<file path="src/rtl/mlaccel_pkg.sv">
`default_nettype none
// ---------------------------------------------------------------------------
// mlaccel_pkg : opcodes, opcode field and fetch FSM encoding shared by the fetch unit
// Revision 1.0
// ---------------------------------------------------------------------------
package mlaccel_pkg;

    localparam logic [5:0] OP_HALT = 6'h00;
    localparam logic [5:0] OP_JUMP = 6'h01;
    localparam int         OPC_LSB = 0;
    localparam int         OPC_MSB = 5;

    typedef enum logic [1:0] {
        ST_IDLE  = 2'd0,
        ST_FETCH = 2'd1,
        ST_DRAIN = 2'd2,
        ST_ABORT = 2'd3
    } fetch_state_t;

    function automatic logic [5:0] insn_opcode(input logic [31:0] insn);
        return insn[OPC_MSB:OPC_LSB];
    endfunction

endpackage
`default_nettype wire

</file>
<file path="src/rtl/mlaccel_insn_fifo.sv">
`default_nettype none
// ---------------------------------------------------------------------------
// mlaccel_insn_fifo : DEPTH x 32 instruction queue with push/pop/flush and occupancy count
// Revision 1.0
// ---------------------------------------------------------------------------
module mlaccel_insn_fifo #(
    parameter int DEPTH = 4
) (
    input  logic                     clock,
    input  logic                     resetn,
    input  logic                     push,
    input  logic                     pop,
    input  logic                     flush,
    input  logic [31:0]              push_data,
    output logic [31:0]              head,
    output logic [$clog2(DEPTH):0]   count
);
    localparam int AW = $clog2(DEPTH);
    localparam logic [AW:0] FULL_COUNT = (AW + 1)'(DEPTH);

    logic [31:0]   mem [DEPTH];
    logic [AW-1:0] rd_ptr;
    logic [AW-1:0] wr_ptr;
    logic          do_push;
    logic          do_pop;

    // A push into a full queue is legal only when the head leaves in the same cycle.
    assign do_pop  = pop && (count != '0);
    assign do_push = push && ((count != FULL_COUNT) || do_pop);
    assign head    = mem[rd_ptr];

    always_ff @(posedge clock or negedge resetn) begin
        if (!resetn) begin
            rd_ptr <= '0;
            wr_ptr <= '0;
            count  <= '0;
        end else if (flush) begin
            rd_ptr <= '0;
            wr_ptr <= '0;
            count  <= '0;
        end else begin
            if (do_push) wr_ptr <= wr_ptr + 1'b1;
            if (do_pop)  rd_ptr <= rd_ptr + 1'b1;
            case ({do_push, do_pop})
                2'b10:   count <= count + 1'b1;
                2'b01:   count <= count - 1'b1;
                default: count <= count;
            endcase
        end
    end

    always_ff @(posedge clock) begin
        if (do_push && !flush) mem[wr_ptr] <= push_data;
    end

endmodule
`default_nettype wire

</file>
<file path="src/rtl/mlaccel_insn_fetch.sv">
`default_nettype none
// ---------------------------------------------------------------------------
// mlaccel_insn_fetch : program fetch FSM feeding compute through an instruction queue.
// Optional MLACCEL_FETCH_JUMP_EN: OP_JUMP redirects the fetch pointer. Revision 1.0
// ---------------------------------------------------------------------------
module mlaccel_insn_fetch
    import mlaccel_pkg::*;
#(
    parameter int DEPTH = 4
) (
    input  logic        clock,
    input  logic        resetn,
    input  logic        start,
    input  logic        stop,
    input  logic [15:0] addr,
    output logic        busy,
    output logic        smem_valid,
    output logic [15:0] smem_addr,
    input  logic        smem_ready,
    input  logic [31:0] smem_data,
    output logic        comp_valid,
    input  logic        comp_ready,
    output logic [31:0] comp_insn
);
    localparam int CW = $clog2(DEPTH) + 1;
    localparam logic [CW-1:0] FULL_COUNT = CW'(DEPTH);

    fetch_state_t  state;
    fetch_state_t  state_nxt;
    logic [15:0]   fptr;
    logic [15:0]   fptr_nxt;
    logic [CW-1:0] count;
    logic [31:0]   head;
    logic          push;
    logic          pop;
    logic          flush;
    logic [5:0]    opcode;

    always_ff @(posedge clock or negedge resetn) begin
        if (!resetn) begin
            state <= ST_IDLE;
            fptr  <= '0;
        end else begin
            state <= state_nxt;
            fptr  <= fptr_nxt;
        end
    end

    // smem_valid depends only on state and occupancy, so a pending request cannot
    // drop: occupancy can only fall while the read is outstanding.
    always_comb begin
        state_nxt  = state;
        fptr_nxt   = fptr;
        push       = 1'b0;
        flush      = 1'b0;
        smem_valid = 1'b0;
        opcode     = insn_opcode(smem_data);
        case (state)
            ST_IDLE: begin
                if (start) begin
                    state_nxt = ST_FETCH;
                    fptr_nxt  = addr;
                end
            end
            ST_FETCH: begin
                smem_valid = (count != FULL_COUNT);
                if (stop) begin
                    flush     = 1'b1;
                    state_nxt = (smem_valid && !smem_ready) ? ST_ABORT : ST_IDLE;
                end else if (smem_valid && smem_ready) begin
                    if (opcode == OP_HALT) begin
                        state_nxt = ST_DRAIN;
                    end
`ifdef MLACCEL_FETCH_JUMP_EN
                    else if (opcode == OP_JUMP) begin
                        fptr_nxt = smem_data[31:16];
                    end
`endif
                    else begin
                        push     = 1'b1;
                        fptr_nxt = fptr + 16'd1;
                    end
                end
            end
            ST_DRAIN: begin
                if (stop) begin
                    flush     = 1'b1;
                    state_nxt = ST_IDLE;
                end else if (count == '0) begin
                    state_nxt = ST_IDLE;
                end
            end
            ST_ABORT: begin
                smem_valid = 1'b1;
                if (smem_ready) state_nxt = ST_IDLE;
            end
            default: state_nxt = ST_IDLE;
        endcase
    end

    assign pop        = comp_valid && comp_ready;
    assign comp_valid = (count != '0);
    assign comp_insn  = comp_valid ? head : 32'd0;
    assign smem_addr  = fptr;
    assign busy       = (state != ST_IDLE);

    mlaccel_insn_fifo #(
        .DEPTH (DEPTH)
    ) u_fifo (
        .clock     (clock),
        .resetn    (resetn),
        .push      (push),
        .pop       (pop),
        .flush     (flush),
        .push_data (smem_data),
        .head      (head),
        .count     (count)
    );

endmodule
`default_nettype wire
</file>
<file path="config.mk">
export PLATFORM = sky130hd
export DESIGN_NAME = mlaccel_insn_fetch
export DESIGN_NICKNAME = d
export VERILOG_FILES = /design/src/rtl/mlaccel_pkg.sv /design/src/rtl/mlaccel_insn_fifo.sv /design/src/rtl/mlaccel_insn_fetch.sv
export SDC_FILE = /design/constraint.sdc
export NUM_CORES = 1
export LEC_CHECK = 0
export CAP_MARGIN = 20
export CELL_PAD_IN_SITES_DETAIL_PLACEMENT = 0
export CELL_PAD_IN_SITES_GLOBAL_PLACEMENT = 1
export CORE_MARGIN = 1
export CORE_UTILIZATION = 45
export CTS_CLUSTER_DIAMETER = 80
export DETAILED_ROUTE_END_ITERATION = 7
export GPL_TIMING_DRIVEN = 0
export MAX_ROUTING_LAYER = met4
export PLACE_DENSITY = 0.9
export SLEW_MARGIN = 20
export SYNTH_ARGS = -nofsm -noshare
export SYNTH_HDL_FRONTEND = slang
export SYNTH_HIERARCHICAL = 1
export SYNTH_SLANG_ARGS = --single-unit
</file>
<file path="constraint.sdc">
create_clock -name clock -period 3.4 [get_ports clock]
set_input_delay 1.02 -clock clock [delete_from_list [all_inputs] [get_ports clock]]
set_output_delay 1.02 -clock clock [all_outputs]
set_load 0.005 [all_outputs]
</file>
==> reports/metrics.csv <==
stage,metric,value,unit
hold_path,Hold Path Depth,1,
worst_setup_path,Worst path max stage delay,520,ps
global_routing,vias in the first global route,4148,
worst_setup_path,reg2reg end,u_fifo/count[2]$_DFFE_PN0P_,
floorplanning,die area,15300,µm²
worst_setup_path,Worst Path Arrival,2260,ps
synthesis,"Seq/Total Area, Yosys",0.669,
timing,hold_ws,550,ps
place,Cells after DPL,714,
power_and_ir_drop,Sequential Power Share,0.375,
worst_setup_path,"Cell Chain, Critical Path",clkbuf_4 > buf_6 > mux4_2 > nor2b_1 > clkdlybuf4s50_1,
worst_setup_path,Worst setup EP type,output port,
timing,Fin Clk Skew,10.9,ps
clocking,depth of the CTS H-tree,4,
floorplanning,core area,14500,µm²
clocking,CTS root buf,clkbuf_16,
worst_setup_path,CP startpoint kind,flip-flop,
clocking,Num CTS Buffers,17,
timing,# setup viols final,0,
floorplanning,Starting Density,0.460,
worst_setup_path,"Max FO, Critical Path",10,
synthesis,synthesized area per cell,15.8,µm²
clocking,later-pin clock latency in the skew report,410,ps
routing,Residual DRC,0,
synthesis,Post-synth ARST share,0.163,
synthesis,Synth Flop Type,edfxtp_1,
timing,Setup TNS Final,0,ps
synthesis,Mapped Area,6680,µm²
worst_setup_path,number of cells on the worst reg-to-reg path,11,
global_routing,first-pass GRT wire length,20900,µm
timing,fmax,305,MHz
worst_setup_path,Reg2Reg Launch Point,state[1]$_DFFE_PN0P_,
power_and_ir_drop,clock power share,0.272,
routing,initial DRC count,368,
global_routing,Total Routing Usage GR,0.190,
timing,"Slew Viols, Final",0,
hold_path,Hold EP,smem_addr[15]$_DFFE_PN0P_,
synthesis,syn nets,486,
hold_path,worst hold start,smem_addr[14]$_DFFE_PN0P_,
floorplanning,number of I/O pins,105,
timing,unrepaired setup endpoints after global routing,true,
hold_path,min-delay worst type,reg2reg,
worst_setup_path,Reg2Reg Setup Slack,460,ps
clocking,CTS tree,yes,
synthesis,Ys Warns,6,
place,port buffer count,104,
cells_and_area,"commonest cells after routing, fill and taps aside","128 x edfxtp_1, 99 x clkdlybuf4s50_1, 33 x nor2b_1",
worst_setup_path,CP Data Required Time,2380,ps
cells_and_area,nets,616,
power_and_ir_drop,power density cells,751,nW/µm²
worst_setup_path,crit path from,u_fifo/rd_ptr[0]$_DFFE_PN0P_,
routing,Initial DRT Pass Iterations,4,
power_and_ir_drop,Total Power,0.00651,W
floorplanning,FP Rows,44,
clocking,clk sinks,153,
clocking,CTS clock-pin slew for the worst setup and hold paths,60,ps
flow_run,Max Cap Viol,0,
synthesis,Netlist cell types,53,
timing,final-report hold violation count,0,
worst_setup_path,CP Class,reg2out,
floorplanning,Die Width,124,µm
worst_setup_path,worst path buffer plus inverter count,3,
timing,min Tclk post-route,3280,ps
synthesis,Cells after Synth,422,
power_and_ir_drop,internal power,0.00455,W
cells_and_area,final core occ,0.597,
routing,Final Routed Wirelength,13300,µm
timing,Final period util,0.964,
power_and_ir_drop,combinational fraction of design power,0.353,
routing,Routed Antenna Nets,0,
global_routing,antenna violations before repair,0,
power_and_ir_drop,leak pwr,2.99,nW
cells_and_area,share of cells above drive strength 1,0.181,
global_routing,pin count of the biggest net entering global routing,26,
global_routing,grt total ovfl,0,
place,hpwl dp,9010,µm
cells_and_area,antenna cells,0,
cells_and_area,non-filler cells in the finished layout,749,
synthesis,Post-synth EDFFs,128,
routing,WL per Instance,17.8,µm
cells_and_area,Area growth syn-to-layout,29.8,%
routing,Vias/cell,5.45,
run_status,status,finished clean,
cells_and_area,"commonest non-fill, non-tap cell in the layout",edfxtp_1,
timing,Max-slew headroom,0.604,
power_and_ir_drop,sw power,0.00196,W
clocking,Post-CTS Hold Buffers,0,
floorplanning,Die Ht,124,µm
synthesis,"flops & latches, synth",153,
power_and_ir_drop,Switching Fraction,0.301,
worst_setup_path,"CP delay by family, top",buffers and inverters,
clocking,clk buf depth,2,
timing,actual transition at the worst max-transition pin,595,ps
routing,routed via count,4080,
place,Routability Congestion,0.907,
power_and_ir_drop,Worst VDD drop,381,µV
worst_setup_path,crit path max-delay cell type,mux4_2,
==> metrics by stage <==
| stage | worst slack, ps | area, µm² |
|---|---|---|
| CTS | -22.9 | 8610 |
| global route | -20.5 | 8670 |
| finish | 122 | 8670 |
| detailed placement | -382 | 8030 |
| global placement | -1090 | 7950 |
| floorplan | 195 | 6680 |
==> layout make-up <==
class,count,area (µm²)
plain buffers,23,156
clock buffers,18,429
clock inverters,14,130
fillers,1115,5860
inverters,14,52.6
multi-input cells,231,2050
flip-flops and latches,153,4470
well taps,184,230
repair buffers,112,1160
==> routing by layer <==
layer	part of all wire	up-vias	GRT usage	wire length, µm
met3	0.042	16	0.0472	560
met5	0	-	-	0
li1	-	1898	-	-
met4	0.013	0	0.0640	176
met1	0.43	2057	0.231	5690
met2	0.52	109	0.312	6910
==> flip-flops by register name, indices dropped and copies added (netlist names) <==
signal,count
smem_addr,16
state,2
u_fifo/count,3
u_fifo/mem,128
u_fifo/rd_ptr,2
u_fifo/wr_ptr,2
==> worst max path at each step <==
| stage | to | slack, ps | depth (start not counted) |
|---|---|---|---|
| 3_3_place_gp | u_fifo/mem[2][28]$_DFFE_PP_ | -1090 | 7 |
| 5_1_grt | comp_insn[2] | -20 | 5 |
| 6_report | comp_insn[2] | 120 | 5 |
| 4_1_cts | comp_insn[12] | -20 | 5 |
| 2_1_floorplan | u_fifo/mem[1][0]$_DFFE_PP_ | 200 | 6 |
| 3_5_place_dp | u_fifo/mem[0][28]$_DFFE_PP_ | -380 | 8 |
==> cell usage after synthesis, drive strengths merged (3+ instances only) <==
| master | instances | share of area |
|---|---|---|
| dfrtp | 25 | 0.094 |
| and2 | 5 | 0.0047 |
| nor3 | 8 | 0.0067 |
| nand2 | 23 | 0.013 |
| or3 | 4 | 0.0037 |
| o221ai | 3 | 0.0039 |
| and3 | 3 | 0.0028 |
| a2bb2oi | 6 | 0.0079 |
| nor2b | 33 | 0.031 |
| o22ai | 7 | 0.0066 |
| nand3 | 12 | 0.0097 |
| mux2i | 4 | 0.0060 |
| mux4 | 32 | 0.11 |
| nor2 | 14 | 0.0079 |
| nand2b | 3 | 0.0028 |
| buf | 15 | 0.014 |
| clkbuf | 9 | 0.0051 |
| xor2 | 3 | 0.0039 |
| edfxtp | 128 | 0.58 |
| inv | 14 | 0.0079 |
| o21ai | 12 | 0.0095 |
| a21oi | 22 | 0.016 |
| ha | 9 | 0.017 |
==> cell families (layout without fill, tap and decap cells) <==
family | count (synthesis) | after routing | share of synthesized area
mux | 37 | 37 | 0.116
compound gates | 65 | 65 | 0.0644
flops | 153 | 153 | 0.669
xor+xnor | 4 | 4 | 0.00524
simple gates | 115 | 115 | 0.0989
fa+ha+maj | 10 | 10 | 0.0198
buf+inv | 38 | 181 | 0.0273
==> timing repair <==
action / CTS / global route
setup buffers: 0 / 4
pin swaps: 0 / 2
hold endpoints to repair: 0 / 0
endpoints found under the setup margin: 31 / 119
gates resized for setup: 7 / 15
==> power groups by stage <==
stage               Combinational [W]  Sequential (W)  Clock, W
CTS                           0.00226         0.00244   0.00181
global route                  0.00252         0.00247   0.00188
floorplan                     0.00126         0.00244         0
detailed placement            0.00225         0.00247         0
global placement              0.00217         0.00246         0
finish                        0.00230         0.00244   0.00177
Power figures use the tool's default switching activity.
